[config.mk]
export PLATFORM = sky130hd
export DESIGN_NAME = btb_predictor
export DESIGN_NICKNAME = d
export VERILOG_FILES = /design/src/rtl/btb_predictor.sv
export SDC_FILE = /design/constraint.sdc
export NUM_CORES = 1
export LEC_CHECK = 0
export ABC_CLOCK_PERIOD_IN_PS = 6350
export CAP_MARGIN = 20
export CORE_ASPECT_RATIO = 1.5
export CORE_MARGIN = 1.5
export CORE_UTILIZATION = 50
export DETAILED_ROUTE_END_ITERATION = 7
export PLACE_DENSITY = 0.78
export RECOVER_POWER = 100
export REMOVE_ABC_BUFFERS = 1
export SETUP_SLACK_MARGIN = 0.1
export SLEW_MARGIN = 20
export SYNTH_ARGS = -nofsm -noshare
export SYNTH_HDL_FRONTEND = slang
export SYNTH_SLANG_ARGS = --single-unit
[constraint.sdc]
create_clock -name CLK -period 6.35 [get_ports CLK]
set_clock_uncertainty 0.1 [all_clocks]
set_input_delay 0.635 -clock CLK [delete_from_list [all_inputs] [get_ports CLK]]
set_output_delay 0.635 -clock CLK [all_outputs]
set_load 0.01 [all_outputs]
[src/rtl/btb_predictor.sv]
// -----------------------------------------------------------------------------
// btb_predictor
//
// Tagged, direct-mapped branch target buffer with a saturating direction
// counter per entry. The fetch stage queries it combinationally with its
// current fetch address. The memory stage writes back resolved branches.
// A small sweep state machine invalidates the whole table after reset and
// whenever the pipeline requests a flush. Two saturating performance counters
// track qualified lookups and reported mispredicts.
//
// Address split: index = pc[IDX_W+1:2], tag = pc[ADDR_W-1:IDX_W+2].
//
// Ports:
//   CLK              clock, all state updates on the rising edge
//   nRST             synchronous active-low reset
//   lookup_en        fetch stage advancing this cycle (qualifies stat_lookups)
//   lookup_pc        fetch address
//   pred_hit         valid tag match at lookup_pc
//   pred_taken       predict taken
//   pred_target      predicted next fetch address
//   pred_index       table index of lookup_pc, carried down the pipe
//   upd_valid        resolved branch presented this cycle
//   upd_pc           address of the resolved branch
//   upd_taken        actual branch outcome
//   upd_target       actual branch target
//   upd_mispredict   pipeline detected a mispredict for this branch
//   flush            request full invalidation
//   busy             invalidation sweep in progress
//   stat_lookups     qualified lookups (saturating)
//   stat_mispredicts reported mispredicts (saturating)
// -----------------------------------------------------------------------------
module btb_predictor #(
    parameter  int ENTRIES  = 16,
    parameter  int CNT_BITS = 2,
    parameter  int ADDR_W   = 32,
    parameter  int STAT_W   = 32,
    localparam int IDX_W    = $clog2(ENTRIES)
) (
    input  logic              CLK,
    input  logic              nRST,

    input  logic              lookup_en,
    input  logic [ADDR_W-1:0] lookup_pc,
    output logic              pred_hit,
    output logic              pred_taken,
    output logic [ADDR_W-1:0] pred_target,
    output logic [IDX_W-1:0]  pred_index,

    input  logic              upd_valid,
    input  logic [ADDR_W-1:0] upd_pc,
    input  logic              upd_taken,
    input  logic [ADDR_W-1:0] upd_target,
    input  logic              upd_mispredict,

    input  logic              flush,
    output logic              busy,

    output logic [STAT_W-1:0] stat_lookups,
    output logic [STAT_W-1:0] stat_mispredicts
);

    localparam int TAG_W = ADDR_W - IDX_W - 2;

    // Counter encodings: MSB set means predict taken.
    localparam logic [CNT_BITS-1:0] CNT_MAX     = '1;
    localparam logic [CNT_BITS-1:0] CNT_WEAK_T  = CNT_BITS'(1 << (CNT_BITS - 1));
    localparam logic [CNT_BITS-1:0] CNT_WEAK_NT = CNT_BITS'((1 << (CNT_BITS - 1)) - 1);

    typedef enum logic {
        CLEAR,
        READY
    } sweepState_t;

    // -------------------------------------------------------------------------
    // Table storage
    // -------------------------------------------------------------------------
    logic                validQ  [ENTRIES];
    logic [TAG_W-1:0]    tagQ    [ENTRIES];
    logic [ADDR_W-1:0]   targetQ [ENTRIES];
    logic [CNT_BITS-1:0] cntQ    [ENTRIES];

    // -------------------------------------------------------------------------
    // Sweep state machine
    // -------------------------------------------------------------------------
    sweepState_t      stateQ, stateD;
    logic [IDX_W-1:0] sweepIdxQ, sweepIdxD;
    logic             sweepWr;

    assign busy = (stateQ == CLEAR);

    // NOTE: every signal driven here gets a default first so no path through
    // the case leaves it unassigned, which would otherwise infer a latch.
    always_comb begin
        stateD    = stateQ;
        sweepIdxD = sweepIdxQ;
        sweepWr   = 1'b0;
        case (stateQ)
            CLEAR: begin
                sweepWr = 1'b1;
                if (flush) begin
                    // A flush mid-sweep restarts from the first entry.
                    sweepIdxD = '0;
                end else if (sweepIdxQ == IDX_W'(ENTRIES - 1)) begin
                    stateD    = READY;
                    sweepIdxD = '0;
                end else begin
                    sweepIdxD = sweepIdxQ + 1'b1;
                end
            end
            READY: begin
                if (flush) begin
                    stateD    = CLEAR;
                    sweepIdxD = '0;
                end
            end
            default: begin
                stateD    = CLEAR;
                sweepIdxD = '0;
            end
        endcase
    end

    // -------------------------------------------------------------------------
    // Lookup path (purely combinational, sees pre-update contents)
    // -------------------------------------------------------------------------
    logic [IDX_W-1:0]  lookupIdx;
    logic [TAG_W-1:0]  lookupTag;
    logic [ADDR_W-1:0] lookupNext;

    assign lookupIdx  = lookup_pc[IDX_W+1:2];
    assign lookupTag  = lookup_pc[ADDR_W-1:IDX_W+2];
    assign lookupNext = lookup_pc + ADDR_W'(4);

    always_comb begin
        pred_index  = lookupIdx;
        pred_hit    = !busy && validQ[lookupIdx] && (tagQ[lookupIdx] == lookupTag);
        pred_taken  = pred_hit && cntQ[lookupIdx][CNT_BITS-1];
        pred_target = pred_taken ? targetQ[lookupIdx] : lookupNext;
    end

    // -------------------------------------------------------------------------
    // Update path
    // -------------------------------------------------------------------------
    logic [IDX_W-1:0]    updIdx;
    logic [TAG_W-1:0]    updTag;
    logic                updHit;
    logic                updEn;
    logic [CNT_BITS-1:0] updCnt;
    logic [CNT_BITS-1:0] cntNext;
    logic                unusedUpdBits;

    assign updIdx        = upd_pc[IDX_W+1:2];
    assign updTag        = upd_pc[ADDR_W-1:IDX_W+2];
    assign updHit        = validQ[updIdx] && (tagQ[updIdx] == updTag);
    assign updCnt        = cntQ[updIdx];
    // Reset and flush both take precedence over a resolved branch; while the
    // sweep runs the table is owned by the sweep and updates are dropped.
    assign updEn         = nRST && upd_valid && !busy && !flush;
    assign unusedUpdBits = ^upd_pc[1:0];

    always_comb begin
        cntNext = updCnt;
        if (upd_taken) begin
            if (updCnt != CNT_MAX) cntNext = updCnt + 1'b1;
        end else begin
            if (updCnt != '0) cntNext = updCnt - 1'b1;
        end
    end

    // Valid bits are the only table state that reset must touch; a cleared
    // valid bit makes tag, target and counter contents irrelevant.
    // NOTE: sequential state uses non-blocking assignments so every register
    // samples the pre-edge values regardless of statement order.
    always_ff @(posedge CLK) begin
        if (!nRST) begin
            for (int i = 0; i < ENTRIES; i++) validQ[i] <= 1'b0;
        end else if (sweepWr) begin
            validQ[sweepIdxQ] <= 1'b0;
        end else if (updEn && !updHit && upd_taken) begin
            validQ[updIdx] <= 1'b1;
        end
    end

    // NOTE: tag/target/counter arrays are deliberately not reset; they are
    // qualified by validQ, and leaving them reset-free lets them map to RAM.
    always_ff @(posedge CLK) begin
        if (sweepWr) begin
            cntQ[sweepIdxQ] <= CNT_WEAK_NT;
        end else if (updEn) begin
            if (updHit) begin
                cntQ[updIdx] <= cntNext;
                if (upd_taken) targetQ[updIdx] <= upd_target;
            end else if (upd_taken) begin
                tagQ[updIdx]    <= updTag;
                targetQ[updIdx] <= upd_target;
                cntQ[updIdx]    <= CNT_WEAK_T;
            end
        end
    end

    // -------------------------------------------------------------------------
    // State register and statistics
    // -------------------------------------------------------------------------
    logic [STAT_W-1:0] statLookupsQ;
    logic [STAT_W-1:0] statMispredictsQ;

    always_ff @(posedge CLK) begin
        if (!nRST) begin
            stateQ           <= CLEAR;
            sweepIdxQ        <= '0;
            statLookupsQ     <= '0;
            statMispredictsQ <= '0;
        end else begin
            stateQ    <= stateD;
            sweepIdxQ <= sweepIdxD;
            if (lookup_en && !busy && (statLookupsQ != '1))
                statLookupsQ <= statLookupsQ + 1'b1;
            // Mispredicts are counted even while the table is being swept.
            if (upd_valid && upd_mispredict && (statMispredictsQ != '1))
                statMispredictsQ <= statMispredictsQ + 1'b1;
        end
    end

    assign stat_lookups     = statLookupsQ;
    assign stat_mispredicts = statMispredictsQ;

endmodule

==> summary.md, run 1 <==
| Metric | Value |
|---|---|
| Status | `complete, but fails checks` |
| Failing checks | `capacitance limit, slew limit` |
| Area growth from synthesis to layout | `13.35%` |
| Row Count | `136` |
| Pwr/cell area | `263.1 nW/µm²` |
| Area of the multi-input gates | `14950 µm²` |
| Worst path required time | `5.61 ns` |
| Design Power | `13840 µW` |
| FFs w/ async S/R, synth | `0` |
| Final ANT Viol Nets | `0` |
| Pins Over Slew Limit | `547` |
| YS warnings | `0` |
| Tcrit/Tclk final | `0.9536` |
| H-tree lvl count | `3` |
| Maximum clock insertion buffer count | `3` |
| Final hold viol count | `0` |
| Register-to-Register Path Depth | `10` |
| Core area | `91890 µm²` |
| Starting Density | `0.5053` |
| Routed wire length | `123.7 mm` |
| Synth Flop Type | `edfxtp_1` |
| Flop-to-flop setup slack | `0.54 ns` |
| Tmin final | `6.055 ns` |
| Largest net degree at the start of global routing | `88` |
| Final net count | `2844` |
| CTS Buf Count | `90` |
| Routed WL per cell | `30.93 µm` |
| Worst EP arrival | `5.32 ns` |
| Hold endpoint | `sweepIdxQ[1]$_SDFFE_PN0P_` |
| Ports | `206` |
| Worst-case vdd ir drop | `0.2626 mV` |
| Post-synth EDFFs | `960` |
| GR Overflow Total | `0` |
| Hold_buf cts | `0` |
| Detailed-route via count | `26.48k` |
| Top post-synthesis cells by area | `edfxtp_1 (62%), mux4_2 (18%), dfxtp_1 (3.7%)` |
| Max incr delay on CP | `0.60 ns` |
| CP max FO | `34` |
| Crit start category | `primary input` |
| Biggest area consumer among synthesized cells | `edfxtp_1` |
| Fillers | `6708` |
| Worst slew margin | `-0.9652` |
| #FFs+latches synth | `1045` |
| RSZ-0062 raised after global routing | `no` |
| Global placement routability congestion | `0.9269` |
| GRT Overall Usage | `0.2623` |
| Layout cell share with drive strength beyond 1 | `0.2257` |
| Crit path cell chain | `buf_8 -> buf_4 -> mux4_2 -> mux2i_1 -> mux2i_1 -> xor2_1 -> nor4_1 -> nand4_1 -> nor3_4 -> and2_2 -> buf_4 -> mux2_2 -> dlygate4sd3_1` |
| 1st-iter DRT viols | `3188` |
| Post-CTS Setup Inserts | `0` |
| Post-Syn Instances | `2497` |
| Sequential fraction of the synthesis area | `0.6575` |
| Die area | `94730 µm²` |
| Cts repair resizes | `0` |
| Global-route wire length before repair | `180.1 mm` |
| Slew of the pin with the lowest slew margin | `2.948 ns` |
| Residual DRC count | `0` |
| R2r endpoint | `tagQ[9][13]$_DFFE_PP_` |
| Synthesized cell area | `46430 µm²` |
| Worst-path clk slew | `0.06 ns` |
| Reg2Reg Launch Point | `tagQ[4][20]$_DFFE_PP_` |
| CP endpoint kind | `output port` |
| Vias per std cell | `6.621` |
| Setup violators final | `0` |
| Die height | `376.2 µm` |
| Die W | `251.8 µm` |
| Min-Delay Path Class | `in2reg` |
| CTS Sinks | `1045` |
| Syn avg cell area | `18.59 µm²` |
| Hold Path Depth | `3` |
| Reg area | `30530 µm²` |
| CTS tree | `done` |
| Setup CP Type | `in2out` |
| Max stage delay cell, worst path | `dlygate4sd3_1` |
| Drt pass-1 iters | `6` |
| DPL Wire Length | `76.85 mm` |
| Count of cell types in the netlist | `86` |
| Leak Pwr | `0.01696 µW` |
| Top cell type's share of synthesized area | `0.6209` |
| Worst hold start | `nRST` |
| Fmax achieved | `165.1 MHz` |
| MaxCap Viol Count | `23` |
| Worst-skew pair later-pin latency | `0.70 ns` |
| I/O Buffers | `203` |
| Initial antenna violation count | `21` |
| Vias in the first global route | `27.22k` |
| CTS root buf | `clkbuf_16` |
| TNS Setup | `0 ns` |
## worst max-delay path: cells and delay by family
family,cells,cell delay (ns)
xor+xnor,1,0.25
mux,4,1.35
buf+inv,4,1.72
simple gates,4,1.26
## cell type report
| cell class | count | area share |
|---|---|---|
| Tap cell | 1173 | 0.02789 |
| Clock buffer | 115 | 0.04555 |
| Sequential cell | 1045 | 0.5801 |
| Antenna cell | 13 | 0.0006182 |
| Timing Repair Buffer | 299 | 0.05078 |
| Inverter | 30 | 0.002140 |
| Multi-Input combinational cell | 1271 | 0.2842 |
| Clock inverter | 54 | 0.008749 |
## where the power goes
group / total, µW / internal, µW / switching (µW)
logic: 966 / 425 / 541
registers: 7500 / 7500 / 3.42
clock network: 5380 / 2860 / 2510
## stage by stage
step | cell area (µm²) | hold slack, ns | util | worst slack [ns] | std cells
6_report | 52630 | 0.3176 | 0.5727 | 0.2946 | 4000
5_1_grt | 52610 | 0.2992 | 0.5725 | 0.1005 | 3993
4_1_cts | 52910 | 0.2693 | 0.5758 | 0.4471 | 3987
3_3_place_gp | 50050 | 0.3727 | 0.5447 | 0.5840 | 3818
3_5_place_dp | 50050 | 0.3906 | 0.5447 | 0.5159 | 3818
2_1_floorplan | 45560 | 0.3554 | - | 1.355 | 2346
## cells in the mapped netlist (all sizes together) (7+ instances only)
cell type,number
or3,22
and3,24
nand3,39
a22oi,27
mux2,34
nand4,31
and2,57
mux4,376
clkbuf,60
a31oi,7
nor2,64
dfxtp,85
xor2,40
nand2b,12
o211ai,10
nor3,19
nor4,13
a211oi,9
mux2i,126
nor2b,20
xnor2,80
nand2,86
o22ai,8
edfxtp,960
a21oi,32
inv,30
buf,91
or2,7
a21boi,17
o21ai,33
## placed cells by master (no fill, tap or decap), types with 32 or more instances in the layout
cell / Yosys / final
and2_0: 1 / 37
clkbuf_1: 59 / 52
clkbuf_16: 0 / 91
a21oi_1: 32 / 32
dlygate4sd3_1: 0 / 147
xor2_1: 40 / 40
xnor2_1: 80 / 80
clkdlybuf4s50_1: 0 / 49
nand3_1: 37 / 37
edfxtp_1: 960 / 960
dfxtp_1: 85 / 85
o21ai_0: 31 / 33
mux4_2: 375 / 375
nor2_1: 64 / 59
mux2i_1: 126 / 126
buf_4: 17 / 49
nand2_1: 86 / 86
## cell families after synthesis
family,after synthesis,share of synthesized area
buffers and inverters,181,0.02118
AND/OR/NAND/NOR,406,0.04662
flip-flops,1045,0.6575
multiplexers,536,0.2195
AO/OA/AOI/OAI,205,0.03145
adder cells (fa/ha/maj),4,0.001078
XOR/XNOR,120,0.02264
## per-layer routing
layer / track usage / up-vias / part of all wire / wire length (µm)
li1: - / 10790 / - / -
met2: 0.4480 / 1595 / 0.51 / 63000
met3: 0.05401 / 351 / 0.090 / 11110
met4: 0.1227 / 4 / 0.048 / 5961
met1: 0.3205 / 13750 / 0.35 / 43610
met5: 0 / - / 0.00017 / 21
## how the worst max path moves through the flow
stage,start,end,cells past startpoint
floorplan,upd_pc[4],validQ[2]$_DFF_P_,9
global placement,lookup_pc[2],pred_target[14],13
detailed placement,lookup_pc[2],pred_target[14],12
CTS,lookup_pc[2],pred_target[14],13
global route,lookup_pc[2],pred_target[1],13
finish,lookup_pc[2],pred_target[1],13
## sequential cells by signal, indices dropped and copies added, names as in the netlist
signal,count
cntQ,32
targetQ,512
stateQ,1
validQ,16
tagQ,416
sweepIdxQ,4
stat_lookups,32
stat_mispredicts,32
No activity file was read; power rests on OpenSTA's default activity.
==> run 2: changes to the inputs <==
- CTS_CLUSTER_SIZE: default -> 14
==> summary.md, run 2 (synthesis results as in run 1) <==
| Metric | Value |
|---|---|
| Routed length on met3 | `11.47 mm (+3.2%)` |
| Leak Pwr | `0.01690 µW (-0.37%)` |
| Row Count | `136 (unchanged)` |
| Final ANT Viol Nets | `0 (unchanged)` |
| Worst slew margin | `-0.9598 (+0.005436)` |
| Global placement routability congestion | `0.9269 (unchanged)` |
| CP max FO | `34 (unchanged)` |
| Top Registers | `targetQ (512), tagQ (416)` |
| Hold endpoint | `sweepIdxQ[1]$_SDFFE_PN0P_` |
| Routed WL per cell | `31.09 µm (+0.55%)` |
| Core area | `91890 µm² (unchanged)` |
| Hold Path Depth | `3 (unchanged)` |
| Area growth from synthesis to layout | `13.18%` |
| Setup violators final | `0 (unchanged)` |
| Tcrit/Tclk final | `0.9451 (-0.008472)` |
| Reg2Reg Launch Point | `tagQ[4][20]$_DFFE_PP_` |
| Register-to-Register Path Depth | `11 (+1)` |
| Layout cell share with drive strength beyond 1 | `0.2212 (-0.004428)` |
| Detailed-route via count | `26.46k (-0.091%)` |
| GRT Overall Usage | `0.2634 (+0.001087)` |
| Post-CTS Setup Inserts | `0 (unchanged)` |
| H-tree lvl count | `3 (unchanged)` |
| Vias per std cell | `6.647 (+0.39%)` |
| Global-route wire length before repair | `180.6 mm (+0.28%)` |
| Fmax achieved | `166.6 MHz (+0.90%)` |
| DP Cell Count | `3818 (unchanged)` |
| Pins Over Slew Limit | `547 (unchanged)` |
| WL met1 | `43.11 mm (-1.1%)` |
| Final Instance Area | `52550 µm² (-0.15%)` |
| Ports | `206 (unchanged)` |
| Crit start category | `primary input` |
| Worst hold start | `nRST` |
| Die area | `94730 µm² (unchanged)` |
| Final hold viol count | `0 (unchanged)` |
| Cts repair resizes | `0 (unchanged)` |
| Largest Register | `targetQ` |
| Drt pass-1 iters | `6 (unchanged)` |
| CP endpoint kind | `output port` |
| Worst-path clk slew | `0.06 ns (about the same)` |
| Hold_buf cts | `0 (unchanged)` |
| DPL Wire Length | `76.85 mm (unchanged)` |
| Commonest non-fill, non-tap cell in the layout | `edfxtp_1` |
| Worst-skew pair later-pin latency | `0.72 ns (+0.02 ns)` |
| Final std cells w/o fill | `3981 (-0.48%)` |
| Die height | `376.2 µm (unchanged)` |
| Largest net degree at the start of global routing | `88 (unchanged)` |
| CTS Sinks | `1045 (unchanged)` |
| Min-Delay Path Class | `in2reg` |
| Max FFs per register | `512 (unchanged)` |
| Max layer used | `met5` |
| GR Overflow Total | `0 (unchanged)` |
| Vias in the first global route | `27.30k (+0.30%)` |
| Maximum clock insertion buffer count | `3 (unchanged)` |
| Failing checks | `capacitance limit, slew limit` |
| Die W | `251.8 µm (unchanged)` |
| Tmin final | `6.002 ns (-0.05380 ns)` |
| Met2 routed WL | `63.02 mm (about the same)` |
| Post-DP Area | `50050 µm² (unchanged)` |
| CTS root buf | `clkbuf_16` |
| Flop-to-flop setup slack | `0.82 ns (+0.28 ns)` |
| Status | `complete, but fails checks` |
| Worst EP arrival | `5.27 ns (-0.05 ns)` |
| CTS tree | `done` |
| Worst-case vdd ir drop | `0.2790 mV (+6.2%)` |
| 1st-iter DRT viols | `3127 (-1.9%)` |
| TNS Setup | `0 ns (unchanged)` |
| I/O Buffers | `203 (unchanged)` |
| Final net count | `2845 (+0.035%)` |
| Routed wire length | `123.8 mm (about the same)` |
| Pwr/cell area | `262.2 nW/µm² (-0.33%)` |
| Most frequent cells in the layout | `edfxtp_1 (960), mux4_2 (375), dlygate4sd3_1 (130), mux2i_1 (126), clkbuf_16 (92)` |
| Starting Density | `0.5053 (unchanged)` |
| Setup CP Type | `in2out` |
| Slew of the pin with the lowest slew margin | `2.940 ns (-0.008154 ns)` |
| Initial antenna violation count | `19 (-9.5%)` |
| CTS Buf Count | `91 (+1.1%)` |
| Design Power | `13780 µW (-0.48%)` |
| RSZ-0062 raised after global routing | `no` |
| MaxCap Viol Count | `23 (unchanged)` |
| Worst path required time | `5.61 ns (about the same)` |
| Residual DRC count | `0 (unchanged)` |
| R2r endpoint | `tagQ[11][12]$_DFFE_PP_` |
[run 2: changes by cell type in the layout (fill, tap and decap cells not counted), moves of 3 or more]
cell,delta
clkinv_1,-4
dlygate4sd3_1,-17
clkdlybuf4s50_1,+17
clkbuf_1,+4
clkinv_8,-4
diode_2,-3
clkinv_2,-11
[run 2: layer usage]
| metal | GRT usage | vias up |
|---|---|---|
| met3 | 0.05678 | 374 |
| met1 | 0.3215 | 13730 |
| met4 | 0.1238 | 8 |
| met5 | 0 | - |
| li1 | - | 10760 |
| met2 | 0.4479 | 1587 |
[run 2: cell type report]
class / instances / area [µm²]
antenna: 10 / 25.02
clock buffer: 121 / 2451
clock inverter: 32 / 327.8
fill: 6698 / 39340
inverter: 30 / 112.6
multi-input combinational: 1271 / 14950
sequential: 1045 / 30530
tap: 1173 / 1468
timing repair buffer: 299 / 2688
[run 2: power by group]
part	total, µW	internal [µW]	switching [µW]
logic	967	427	540
registers	7500	7500	3.43
clock network	5310	2810	2500
total	13800	10700	3040
[run 2: how the worst max path moves through the flow]
stage | end | from | slack (ns) | cells after the start
6_report | pred_target[14] | lookup_pc[2] | 0.35 | 12
5_1_grt | pred_target[23] | lookup_pc[2] | 0.15 | 13
3_3_place_gp | pred_target[14] | lookup_pc[2] | 0.58 | 13
3_5_place_dp | pred_target[14] | lookup_pc[2] | 0.52 | 12
2_1_floorplan | validQ[2]$_DFF_P_ | upd_pc[4] | 1.36 | 9
4_1_cts | pred_target[14] | lookup_pc[2] | 0.50 | 12
[run 2: worst max-delay path: stages]
cell	delay, ns
buf_8	0.32
buf_4	0.33
mux4_2	0.53
mux4_2	0.53
xor2_1	0.18
nor4_2	0.30
nand4_1	0.16
nor3_2	0.59
and2_2	0.28
buf_4	0.40
mux2_4	0.40
clkdlybuf4s50_1	0.51
[run 2: metrics by stage]
stage / setup slack (ns) / util / hold WS (ns)
2_1_floorplan: 1.355 / - / 0.3554
3_3_place_gp: 0.5840 / 0.5447 / 0.3727
3_5_place_dp: 0.5159 / 0.5447 / 0.3906
4_1_cts: 0.5035 / 0.5749 / 0.2533
5_1_grt: 0.1499 / 0.5717 / 0.2819
6_report: 0.3484 / 0.5719 / 0.2963
